**src/rtl/md5_bf_pkg.sv**
```systemverilog
// Shared types, character constants, FSM states and the MD5 start-block builder
// used by the prefix dispatcher and its odometer.
`timescale 1ns/1ps
package md5_bf_pkg;

    typedef logic [511:0] md5_block_t;
    typedef logic [127:0] md5_hash_t;

    localparam logic [7:0] FIRST_CHAR = 8'h20;
    localparam logic [7:0] LAST_CHAR  = 8'h7E;
    localparam logic [7:0] PAD_BYTE   = 8'h80;

    // Widest prefix any build can carry: 55-char message minus two worker symbols.
    localparam int PREFIX_BYTES = 53;

    typedef enum logic [2:0] {
        ST_IDLE  = 3'd0,
        ST_LOAD  = 3'd1,
        ST_RUN   = 3'd2,
        ST_NEXT  = 3'd3,
        ST_DRAIN = 3'd4,
        ST_DONE  = 3'd5
    } disp_state_t;

    // Prefix in bytes 0..L-3, spaces in L-2/L-1, 0x80 at L, bit length in bytes 56..63.
    function automatic md5_block_t build_block(input logic [5:0] len,
                                               input logic [PREFIX_BYTES*8-1:0] prefix);
        md5_block_t blk;
        int         n;
        n   = int'(len);
        blk = '0;
        for (int i = 0; i < 56; i++) begin
            blk[8*i +: 8] = (i == n) ? PAD_BYTE : ((i < n) ? FIRST_CHAR : 8'h00);
        end
        for (int i = 0; i < PREFIX_BYTES; i++) begin
            blk[8*i +: 8] = (i < n - 2) ? prefix[8*i +: 8] : blk[8*i +: 8];
        end
        blk[511:448] = {55'd0, len, 3'd0};
        return blk;
    endfunction

endpackage

```
**src/rtl/prefix_odometer.sv**
```systemverilog
// Printable-character odometer over the message prefix: byte 0 is the fastest
// digit, each digit runs 0x20..0x7E and carries into the next on wrap.
`timescale 1ns/1ps
module prefix_odometer
    import md5_bf_pkg::*;
#(
    parameter int DIGITS = 6
)
(
    input  logic                  clk,
    input  logic                  reset,
    input  logic                  clear,
    input  logic                  step,
    input  logic [5:0]            active_len,
    output logic [DIGITS*8-1:0]   digits_next,
    output logic                  last
);

    logic [DIGITS*8-1:0] count_r;
    logic                carry;

    // Next odometer value; digits beyond the active length never move.
    always_comb begin
        digits_next = count_r;
        carry       = 1'b1;
        if (clear) begin
            digits_next = {DIGITS{FIRST_CHAR}};
        end else if (step) begin
            for (int i = 0; i < DIGITS; i++) begin
                if (carry && (i < int'(active_len))) begin
                    if (count_r[8*i +: 8] == LAST_CHAR) begin
                        digits_next[8*i +: 8] = FIRST_CHAR;
                    end else begin
                        digits_next[8*i +: 8] = count_r[8*i +: 8] + 8'd1;
                        carry                 = 1'b0;
                    end
                end else begin
                    carry = 1'b0;
                end
            end
        end else begin
            digits_next = count_r;
        end
    end

    // All active digits at their top value.
    always_comb begin
        last = 1'b1;
        for (int i = 0; i < DIGITS; i++) begin
            if (i < int'(active_len)) begin
                last = last & (count_r[8*i +: 8] == LAST_CHAR);
            end else begin
                last = last;
            end
        end
    end

    // Odometer register.
    always_ff @(posedge clk) begin
        if (reset) begin
            count_r <= {DIGITS{FIRST_CHAR}};
        end else begin
            count_r <= digits_next;
        end
    end

endmodule

```
**src/rtl/md5_prefix_dispatcher.sv**
```systemverilog
// Job sequencer for the two-symbol MD5 brute-force worker: walks every printable
// prefix, restarting the worker per prefix. MD5_DISPATCH_PROGRESS_EN adds prefix_cnt.
`timescale 1ns/1ps
module md5_prefix_dispatcher
    import md5_bf_pkg::*;
#(
    parameter int MAX_LEN      = 8,
    parameter int DRAIN_CYCLES = 80
)
(
    input  logic         clk,
    input  logic         reset,
    input  logic         cmd_valid,
    output logic         cmd_ready,
    input  logic [5:0]   cmd_len,
    input  logic [127:0] cmd_hash,
    input  logic         abort,
    output logic         wk_ce,
    output logic         wk_reset,
    output logic         wk_reset_zero_string,
    output logic [511:0] wk_start_str,
    output logic [127:0] wk_hash,
    input  logic         wk_symbols_done,
    input  logic         wk_find_str,
    input  logic [511:0] wk_result_str,
    output logic         busy,
    output logic         found,
    output logic         exhausted,
    output logic [511:0] found_str
`ifdef MD5_DISPATCH_PROGRESS_EN
    ,
    output logic [31:0]  prefix_cnt
`endif
);

    localparam int DIGITS  = MAX_LEN - 2;
    localparam int DRAIN_W = $clog2(DRAIN_CYCLES + 1);

    disp_state_t                    state;
    logic [5:0]                     len_r;
    logic [DRAIN_W-1:0]             drain_cnt_r;
    logic                           accept;
    logic                           len_ok;
    logic                           odo_step;
    logic                           odo_last;
    logic [5:0]                     active_len;
    logic [DIGITS*8-1:0]            odo_next;
    logic [PREFIX_BYTES*8-1:0]      prefix_ext;

    // Command acceptance, length check and odometer control.
    always_comb begin
        if ((state == ST_IDLE) || (state == ST_DONE)) begin
            accept = cmd_valid;
        end else begin
            accept = 1'b0;
        end
        len_ok     = (cmd_len >= 6'd3) && (cmd_len <= 6'(MAX_LEN));
        active_len = len_r - 6'd2;
        if ((state == ST_NEXT) && !abort && !wk_find_str && !odo_last) begin
            odo_step = 1'b1;
        end else begin
            odo_step = 1'b0;
        end
    end

    // The block for an upcoming LOAD is built from the odometer's next value.
    always_comb begin
        prefix_ext = '0;
        for (int i = 0; i < DIGITS; i++) begin
            prefix_ext[8*i +: 8] = odo_next[8*i +: 8];
        end
    end

    prefix_odometer #(.DIGITS(DIGITS)) u_odometer (
        .clk         (clk),
        .reset       (reset),
        .clear       (accept),
        .step        (odo_step),
        .active_len  (active_len),
        .digits_next (odo_next),
        .last        (odo_last)
    );

    // Dispatcher FSM with registered outputs; abort outranks a match.
    always_ff @(posedge clk) begin
        if (reset) begin
            state                <= ST_IDLE;
            len_r                <= 6'd0;
            drain_cnt_r          <= '0;
            cmd_ready            <= 1'b1;
            wk_ce                <= 1'b0;
            wk_reset             <= 1'b0;
            wk_reset_zero_string <= 1'b0;
            wk_start_str         <= '0;
            wk_hash              <= '0;
            busy                 <= 1'b0;
            found                <= 1'b0;
            exhausted            <= 1'b0;
            found_str            <= '0;
        end else begin
            case (state)
                ST_IDLE, ST_DONE: begin
                    if (accept) begin
                        len_r     <= cmd_len;
                        wk_hash   <= cmd_hash;
                        found     <= 1'b0;
                        found_str <= '0;
                        if (len_ok) begin
                            state                <= ST_LOAD;
                            exhausted            <= 1'b0;
                            wk_reset             <= 1'b1;
                            wk_reset_zero_string <= 1'b1;
                            wk_start_str         <= build_block(cmd_len, prefix_ext);
                            busy                 <= 1'b1;
                            cmd_ready            <= 1'b0;
                        end else begin
                            state     <= ST_DONE;
                            exhausted <= 1'b1;
                        end
                    end
                end
                ST_LOAD, ST_RUN, ST_NEXT, ST_DRAIN: begin
                    if (abort) begin
                        state                <= ST_IDLE;
                        wk_ce                <= 1'b0;
                        wk_reset             <= 1'b0;
                        wk_reset_zero_string <= 1'b0;
                        busy                 <= 1'b0;
                        cmd_ready            <= 1'b1;
                        found                <= 1'b0;
                        exhausted            <= 1'b0;
                    end else if (wk_find_str) begin
                        state                <= ST_DONE;
                        found                <= 1'b1;
                        found_str            <= wk_result_str;
                        wk_ce                <= 1'b0;
                        wk_reset             <= 1'b0;
                        wk_reset_zero_string <= 1'b0;
                        busy                 <= 1'b0;
                        cmd_ready            <= 1'b1;
                    end else begin
                        case (state)
                            ST_LOAD: begin
                                state                <= ST_RUN;
                                wk_reset             <= 1'b0;
                                wk_reset_zero_string <= 1'b0;
                                wk_ce                <= 1'b1;
                            end
                            ST_RUN: begin
                                if (wk_symbols_done) begin
                                    state <= ST_NEXT;
                                    wk_ce <= 1'b0;
                                end
                            end
                            ST_NEXT: begin
                                if (odo_last) begin
                                    state       <= ST_DRAIN;
                                    drain_cnt_r <= '0;
                                    wk_ce       <= 1'b1;
                                end else begin
                                    state                <= ST_LOAD;
                                    wk_reset             <= 1'b1;
                                    wk_reset_zero_string <= 1'b1;
                                    wk_start_str         <= build_block(len_r, prefix_ext);
                                end
                            end
                            ST_DRAIN: begin
                                if (drain_cnt_r == DRAIN_W'(DRAIN_CYCLES - 1)) begin
                                    state     <= ST_DONE;
                                    exhausted <= 1'b1;
                                    wk_ce     <= 1'b0;
                                    busy      <= 1'b0;
                                    cmd_ready <= 1'b1;
                                end else begin
                                    drain_cnt_r <= drain_cnt_r + DRAIN_W'(1);
                                end
                            end
                            default: begin
                                state <= ST_IDLE;
                            end
                        endcase
                    end
                end
                default: begin
                    state                <= ST_IDLE;
                    wk_ce                <= 1'b0;
                    wk_reset             <= 1'b0;
                    wk_reset_zero_string <= 1'b0;
                    busy                 <= 1'b0;
                    cmd_ready            <= 1'b1;
                end
            endcase
        end
    end

`ifdef MD5_DISPATCH_PROGRESS_EN
    // Saturating count of NEXT states in the current job.
    always_ff @(posedge clk) begin
        if (reset) begin
            prefix_cnt <= 32'd0;
        end else if (accept) begin
            prefix_cnt <= 32'd0;
        end else if ((state == ST_NEXT) && (prefix_cnt != 32'hFFFF_FFFF)) begin
            prefix_cnt <= prefix_cnt + 32'd1;
        end else begin
            prefix_cnt <= prefix_cnt;
        end
    end
`endif

endmodule

```
**config.mk**
```make
export PLATFORM = sky130hd
export DESIGN_NAME = md5_prefix_dispatcher
export DESIGN_NICKNAME = d
export VERILOG_FILES = /design/src/rtl/md5_bf_pkg.sv /design/src/rtl/prefix_odometer.sv /design/src/rtl/md5_prefix_dispatcher.sv
export SDC_FILE = /design/constraint.sdc
export NUM_CORES = 2
export LEC_CHECK = 0
export ABC_AREA = 1
export CORE_AREA = 2 2 696 698
export DETAILED_ROUTE_END_ITERATION = 16
export DIE_AREA = 0 0 698 700
export PLACE_DENSITY = 0.35
export SYNTH_ARGS = -nofsm -noshare
export SYNTH_HDL_FRONTEND = slang
export SYNTH_SLANG_ARGS = --single-unit
```
**constraint.sdc**
```tcl
create_clock -name clk -period 3.4 [get_ports clk]
set_clock_uncertainty 0.05 [all_clocks]
set_input_delay 0.68 -clock clk [delete_from_list [all_inputs] [get_ports clk]]
set_output_delay 0.68 -clock clk [all_outputs]
set_load 0.01 [all_outputs]
```
## Word-level counts from Yosys, hierarchy flattened

Index checks and enable logic that the tools add are counted.

| word-level totals | value |
|---|---|
| bits of input ports | 652 |
| output and inout bits | 1159 |
| memory bits (writable) | 0 |
| memories kept | 0 |
| word-level logic and storage cells | 859 |
| ROM bits | 0 |
| latch bits | 0 |
| register bits after elaboration | 1222 |

| operators by class | value |
|---|---|
| shifts and indexed selects | 0 |
| add/sub/neg operators | 10 |
| bitwise operators | 8 |
| equal/unequal tests | 143 |
| multiply operators | 0 |
| multiplexer cells | 429 |
| reduce and logical (&&, ||, !) cells | 30 |
| divide/modulo/power cells | 0 |
| $lt $le $gt $ge | 226 |

Operators by type and width:

| kind | count |
|---|---|
| two-way mux 512 bit | 9 |
| case mux 512 bit (2 select lines) | 2 |
| two-way mux 8 bit | 230 |
| two-way mux 6 bit | 112 |
| equality test 6 bit, first input constant | 64 |
| less-than comparator 7 bit, first input constant | 42 |
| less-than comparator 6 bit, first input constant | 48 |
| less-than comparator 6 x 7 -> 1 bit, first input constant | 32 |
| equality test 5 x 6 -> 1 bit, first input constant | 32 |
| less-than comparator 5 x 6 -> 1 bit, first input constant | 32 |
| less-than comparator 5 x 7 -> 1 bit, first input constant | 16 |
| less-than comparator 4 x 6 -> 1 bit, first input constant | 16 |
| two-way mux 48 bit | 2 |
| less-than comparator 3 x 6 -> 1 bit, first input constant | 10 |
| less-than comparator 4 x 7 -> 1 bit, first input constant | 8 |
| two-way mux 1 bit | 54 |
| adder 8 x 1 -> 8 bit, second input constant | 6 |
| equality test 4 x 6 -> 1 bit, first input constant | 8 |
| equality test 8 x 7 -> 1 bit, second input constant | 6 |
| less-than comparator 1 x 6 -> 1 bit, first input constant | 6 |
| less-than comparator 2 x 6 -> 1 bit, first input constant | 6 |
| less-than comparator 3 x 7 -> 1 bit, first input constant | 4 |
| != test 5 bit, second input constant | 5 |
| equality test 3 x 6 -> 1 bit, first input constant | 4 |
| 39 further kinds | 92 |

## Longest topological paths before layout

| logic depth | value |
|---|---|
| depth in word-level cells | 44 |
| mapped depth | 21 |
| gate-level depth less buffers | 21 |

## Hierarchy

A second synthesis with hierarchy kept.

| unflattened totals | value |
|---|---|
| cells, all modules | 5415 |
| area, all modules | 39100.0 um^2 |

By module, submodules not included:

| module | times used | cells each | area each (um^2) |
|---|---|---|---|
| md5_prefix_dispatcher | 1 | 4826 | 35479.0 |
| prefix_odometer | 1 | 589 | 3621.0 |

## Least setup slack after synthesis

OpenSTA, ideal clock, no wires.

| timing path | value |
|---|---|
| kind | input -> register |
| from | input cmd_len[1] |
| to | register wk_start_str[33] |
| data required time | 3.222 ns |
| arrival time | 3.011 ns |
| slack | 0.211 ns |
| stages | 15 |
| setup time | 0.128 ns |
| cells stage by stage | buf_2 > inv_1 > clkbuf_1 > ha_1 > inv_1 > o21ai_0 > nand3_1 > nor2_1 > inv_2 > o21ai_0 > nor2_1 > a21oi_1 > nor2_2 > a22oi_1 > nor2_1 |

| on the way | value |
|---|---|
| cells in the longest elaborated chain, start to end | 6 |
| elaborated cells on any way between the ends | 13 |

Ends and longest elaborated chain:

| what | RTL line | source |
|---|---|---|
| start, declared | md5_prefix_dispatcher.sv:15 | `input logic [5:0] cmd_len,` |
| subtractor 6 x 2 -> 7 bit / equality test 4 x 6 -> 1 bit (equally long branches) | md5_bf_pkg.sv:36, md5_bf_pkg.sv:33 |  |
| less-than comparator 4 x 7 -> 1 bit / two-way mux 8 bit (equally long branches) | md5_bf_pkg.sv:36, md5_bf_pkg.sv:33 |  |
| two-way mux 8 bit | md5_bf_pkg.sv:36 | `blk[8*i +: 8] = (i < n - 2) ? prefix[8*i +: 8] : blk[8*i +: 8];` |
| two-way mux 512 bit | md5_prefix_dispatcher.sv:108 | `if (len_ok) begin` |
| two-way mux 512 bit | md5_prefix_dispatcher.sv:103 | `if (accept) begin` |
| case mux 512 bit (2 select lines) | md5_prefix_dispatcher.sv:101 | `case (state)` |
| end signal, assigned | md5_prefix_dispatcher.sv:113 | `wk_start_str <= build_block(cmd_len, prefix_ext);` |
| end signal, assigned | md5_prefix_dispatcher.sv:164 | `wk_start_str <= build_block(len_r, prefix_ext);` |
| end, declared | md5_prefix_dispatcher.sv:21 | `output logic [511:0] wk_start_str,` |

Parallel ways exist; a longest one is shown, timed or not. The select of a mux whose other input is x is not followed.
A chain may end at the register's enable or synchronous reset.

## Final worst setup path

| timing path | value |
|---|---|
| from | register len_r[2] |
| to | register wk_start_str[93] |

| on the way | value |
|---|---|
| cells in the longest elaborated chain, start to end | 15 |
| elaborated cells on any way between the ends | 32 |

Ends and longest elaborated chain:

| what | RTL line | source |
|---|---|---|
| start, declared | md5_prefix_dispatcher.sv:40 | `logic [5:0] len_r;` |
| start signal, assigned | md5_prefix_dispatcher.sv:104 | `len_r <= cmd_len;` |
| subtractor 6 x 2 -> 6 bit | md5_prefix_dispatcher.sv:58 | `active_len = len_r - 6'd2;` |
| less-than comparator 1 x 6 -> 1 bit | prefix_odometer.sv:50 | `if (i < int'(active_len)) begin` |
| two-way mux 1 bit | prefix_odometer.sv:50 |  |
| bitwise AND 1 bit | prefix_odometer.sv:51 | `last = last & (count_r[8*i +: 8] == LAST_CHAR);` |
| two-way mux 1 bit | prefix_odometer.sv:50 |  |
| bitwise AND 1 bit | prefix_odometer.sv:51 |  |
| two-way mux 1 bit | prefix_odometer.sv:50 |  |
| bitwise AND 1 bit | prefix_odometer.sv:51 |  |
| two-way mux 1 bit | prefix_odometer.sv:50 |  |
| bitwise AND 1 bit | prefix_odometer.sv:51 |  |
| two-way mux 1 bit | prefix_odometer.sv:50 |  |
| bitwise AND 1 bit | prefix_odometer.sv:51 |  |
| two-way mux 1 bit | prefix_odometer.sv:50 |  |
| != test 2 bit (no line) | -- |  |
| AND reduction 7 bit (no line) | -- |  |

Parallel ways exist; a longest one is shown, timed or not. The select of a mux whose other input is x is not followed.

==> run metrics <==
status=finished, final reports clean; Mapped Area=between 30000 and 40000 um2; CTS Buf Count=134; reg2reg end=wk_start_str[93]$_SDFFE_PP0P_; Crit Reg-Reg Startpoint=len_r[2]$_SDFFE_PP0P_; routed wire length=408700 um; CTS tree=yes; vias per cell=around 3.3; Worst Path Required=roughly 4.1 ns; maxcap violations=0; routed length on met2=approximately 170000 um; Post-synth EDFFs=0; actual slew at the worst max-slew pin=approximately 1.0 ns; drt wl/cell=29.90 um; largest stage delay on the critical path=between 0.3 and 0.4 ns; Reg2Reg Setup Slack=about 0.08 ns; CTS root buffer=clkbuf_16; sequential area share after synthesis=0.4497; fraction of final layout cells sized beyond drive strength 1=0.1252; crit path kind=reg -> reg; Fin Hold WS=between 0.15 and 0.2 ns; cell with the most instances after synthesis=dfxtp_1; chip height=roughly 700 um; CP max stage cell=dfxtp_1; gr ovfl total=0; first-pass GRT wire length=about 510000 um; clk sinks=about 860; Port-buffer cells=roughly 1500; Multi-input gate area=between 15000 and 20000 um2; Clock Pin Slew Worst Setup and Hold Paths=approximately 0.050 ns; synthesis-to-finish area growth=77.31%; vias in the first global route=around 43000; post-synth top area cell=dfxtp_1; CTS Buffer Depth=4; crit-path cells=inv_1 > ha_1 > inv_1 > nor2_4 > nor2_4 > inv_2 > nor2_4 > o211ai_1 > nand2_1 > nand2_1 > nor2_4 > buf_4 > nand3_1 > nand2_2 > buf_4 > buf_4 > buf_12 > nand2_1 > a21oi_1; DRT iter0 DRCs=around 3800; Core Util, Final=0.1418; hold depth=2; antenna violations before repair=between 300 and 400; max-slew violation count=0; top routing layer in use=met5; asr flop ratio synth=0; pre-CTS setup slack=-0.3574 ns; HP Start=reset; Die W=~700 um; wire length on met3=47540 um; synth cell count leaders=864 x dfxtp_1, 813 x nand2_1, 651 x a21oi_1; CP startpoint kind=register; Max VDD drop=a little over 0.7 mV; PD cells=just over 900 nW/um2; H-Tree Depth=4; via count=45050; gr usage total=0.1598; Worst setup EP type=register; Worst-Skew Late Latency=0.84 ns; Pre-antenna DRT Iters=6; NumNets Final=about 7700; post-DP HPWL=approximately 350000 um; die area=~500000 um2; min Tclk post-route=3.320 ns; syn avg cell area=around 7.4 um2; Pleak=between 20 and 25 nW; Yosys warning total=0; Rows=~260; top post-synthesis cells by area=dfxtp_1 45%, a21oi_1 8.5%, nand3_1 8.1%, nand2_1 7.9%, buf_4 7.1%; final worst slack=0.07966 ns; DRT antenna net count=0; Final TNS setup=0 ns; Worst slew margin=0.2932; largest net degree at the start of global routing=between 100 and 150; Fillers=about 56000; max frequency=between 0.3 and 0.4 GHz; #FFs+latches synth=approximately 860; Initial Utilization=0.07995; worst-path fanout max=18; worst reg2reg path depth=19; register area=17300 um2; DRC errors left=0; number of distinct library cells after synthesis=64; CORE AREA=between 400000 and 500000 um2; most used cell along the critical path=nor2_4; top cell type's share of synthesized area=0.4497; Top FF cell, synth=dfxtp_1; Tcrit/Tclk final=0.9766; Hold Fails Final Rpt=0; worst hold endpoint=found_str[7]$_SDFFE_PP0P_; worst min path class=in -> reg; Power, Total=62.21 mW; global placement routability congestion=between 0.9 and 1; M1 WL=165800 um; Finish-stage setup viols=0; I/O pins=1811; Arr. time, crit path=4.03 ns; Post-Syn Instances=between 5000 and 6000
==> power by group <==
| group | internal [mW] | switching, mW |
|---|---|---|
| combinational | 11.6 | 20.8 |
| clock | 8.71 | 6.18 |
| sequential | 12.9 | 2.02 |
==> routing by layer <==
| layer | track usage | vias to the layer above |
|---|---|---|
| met5 | 0 | - |
| met4 | 0.06846 | 122 |
| met3 | 0.07598 | 644 |
| met2 | 0.2421 | 2016 |
| met1 | 0.1918 | 21650 |
| li1 | - | 20610 |
==> area by class of cell <==
cell class / count / area share
Timing Repair Buffer: 2045 / 0.2876
Multi-Input combinational cell: 3715 / 0.2553
Sequential cell: 864 / 0.2536
Tap cell: 6425 / 0.1179
Clock buffer: 183 / 0.05601
Inverter: 260 / 0.01464
Clock inverter: 52 / 0.01038
Antenna cell: 124 / 0.004550
==> cell families after synthesis <==
| group | share of synthesized area |
|---|---|
| XOR/XNOR | 0.001822 |
| AO/OA/AOI/OAI | 0.1619 |
| AND/OR/NAND/NOR | 0.2434 |
| adder cells (fa/ha/maj) | 0.008782 |
| flip-flops | 0.4497 |
| other | 0.00009749 |
| buffers and inverters | 0.1344 |
==> layout by cell type (no fill, tap or decap), types with 16 or more instances in the layout <==
master              n
clkdlybuf4s50_1  1451
nand3_1           620
clkbuf_8           24
buf_4             543
a21oi_1           651
clkbuf_1           23
clkbuf_16         136
ha_1               26
conb_1            358
inv_1             234
o21ai_0           248
buf_12             50
dfxtp_1           864
nor2_1            557
nor3_1             46
nand2_1           810
clkinv_2           16
nand4_1            41
inv_2              19
diode_2           124
a31oi_1            51
o21ai_1           103
==> critical path, delay by kind of cell, from the launching register on <==
kind | cells | cell delay (ns)
DFF | 1 | 0.35
AOI/OAI and AO/OA | 2 | 0.37
adders and majority gates | 1 | 0.23
buffers and inverters | 7 | 1.09
and+or+nand+nor | 9 | 1.13
==> worst max-delay path by stage <==
stage / endpoint / startpoint / slack [ns] / depth (start not counted)
detailed placement: wk_start_str[87]$_SDFFE_PP0P_ / cmd_len[1] / -0.36 / 14
global placement: wk_start_str[133]$_SDFFE_PP0P_ / cmd_len[1] / -0.39 / 16
global route: wk_start_str[93]$_SDFFE_PP0P_ / len_r[2]$_SDFFE_PP0P_ / -0.01 / 19
finish: wk_start_str[93]$_SDFFE_PP0P_ / len_r[2]$_SDFFE_PP0P_ / 0.08 / 19
floorplan: wk_start_str[33]$_SDFFE_PP0P_ / cmd_len[1] / 0.21 / 15
CTS: wk_start_str[93]$_SDFFE_PP0P_ / len_r[2]$_SDFFE_PP0P_ / -0.001 / 19
==> per-stage QoR <==
| step | cells | instance area [um2] |
|---|---|---|
| finish | 13670 | 68200 |
| global route | 13600 | 68020 |
| CTS | 13540 | 67820 |
| detailed placement | 13310 | 63290 |
| global placement | 13310 | 63290 |
| floorplan | 5554 | 39810 |
==> sequential cells by signal, summed over array words and instances (netlist names), 3 cells and up <==
| signal | count |
|---|---|
| drain_cnt_r | 7 |
| found_str | 512 |
| len_r | 6 |
| state | 3 |
| u_odometer.count_r | 48 |
| wk_hash | 128 |
| wk_start_str | 154 |
==> repair_timing <==
item,CTS,global route
gates resized for setup,1,13
hold buffers,0,0
buffers inserted,0,2
setup endpoints to repair,2,103
Note: power is estimated with default switching activity, not from simulation.
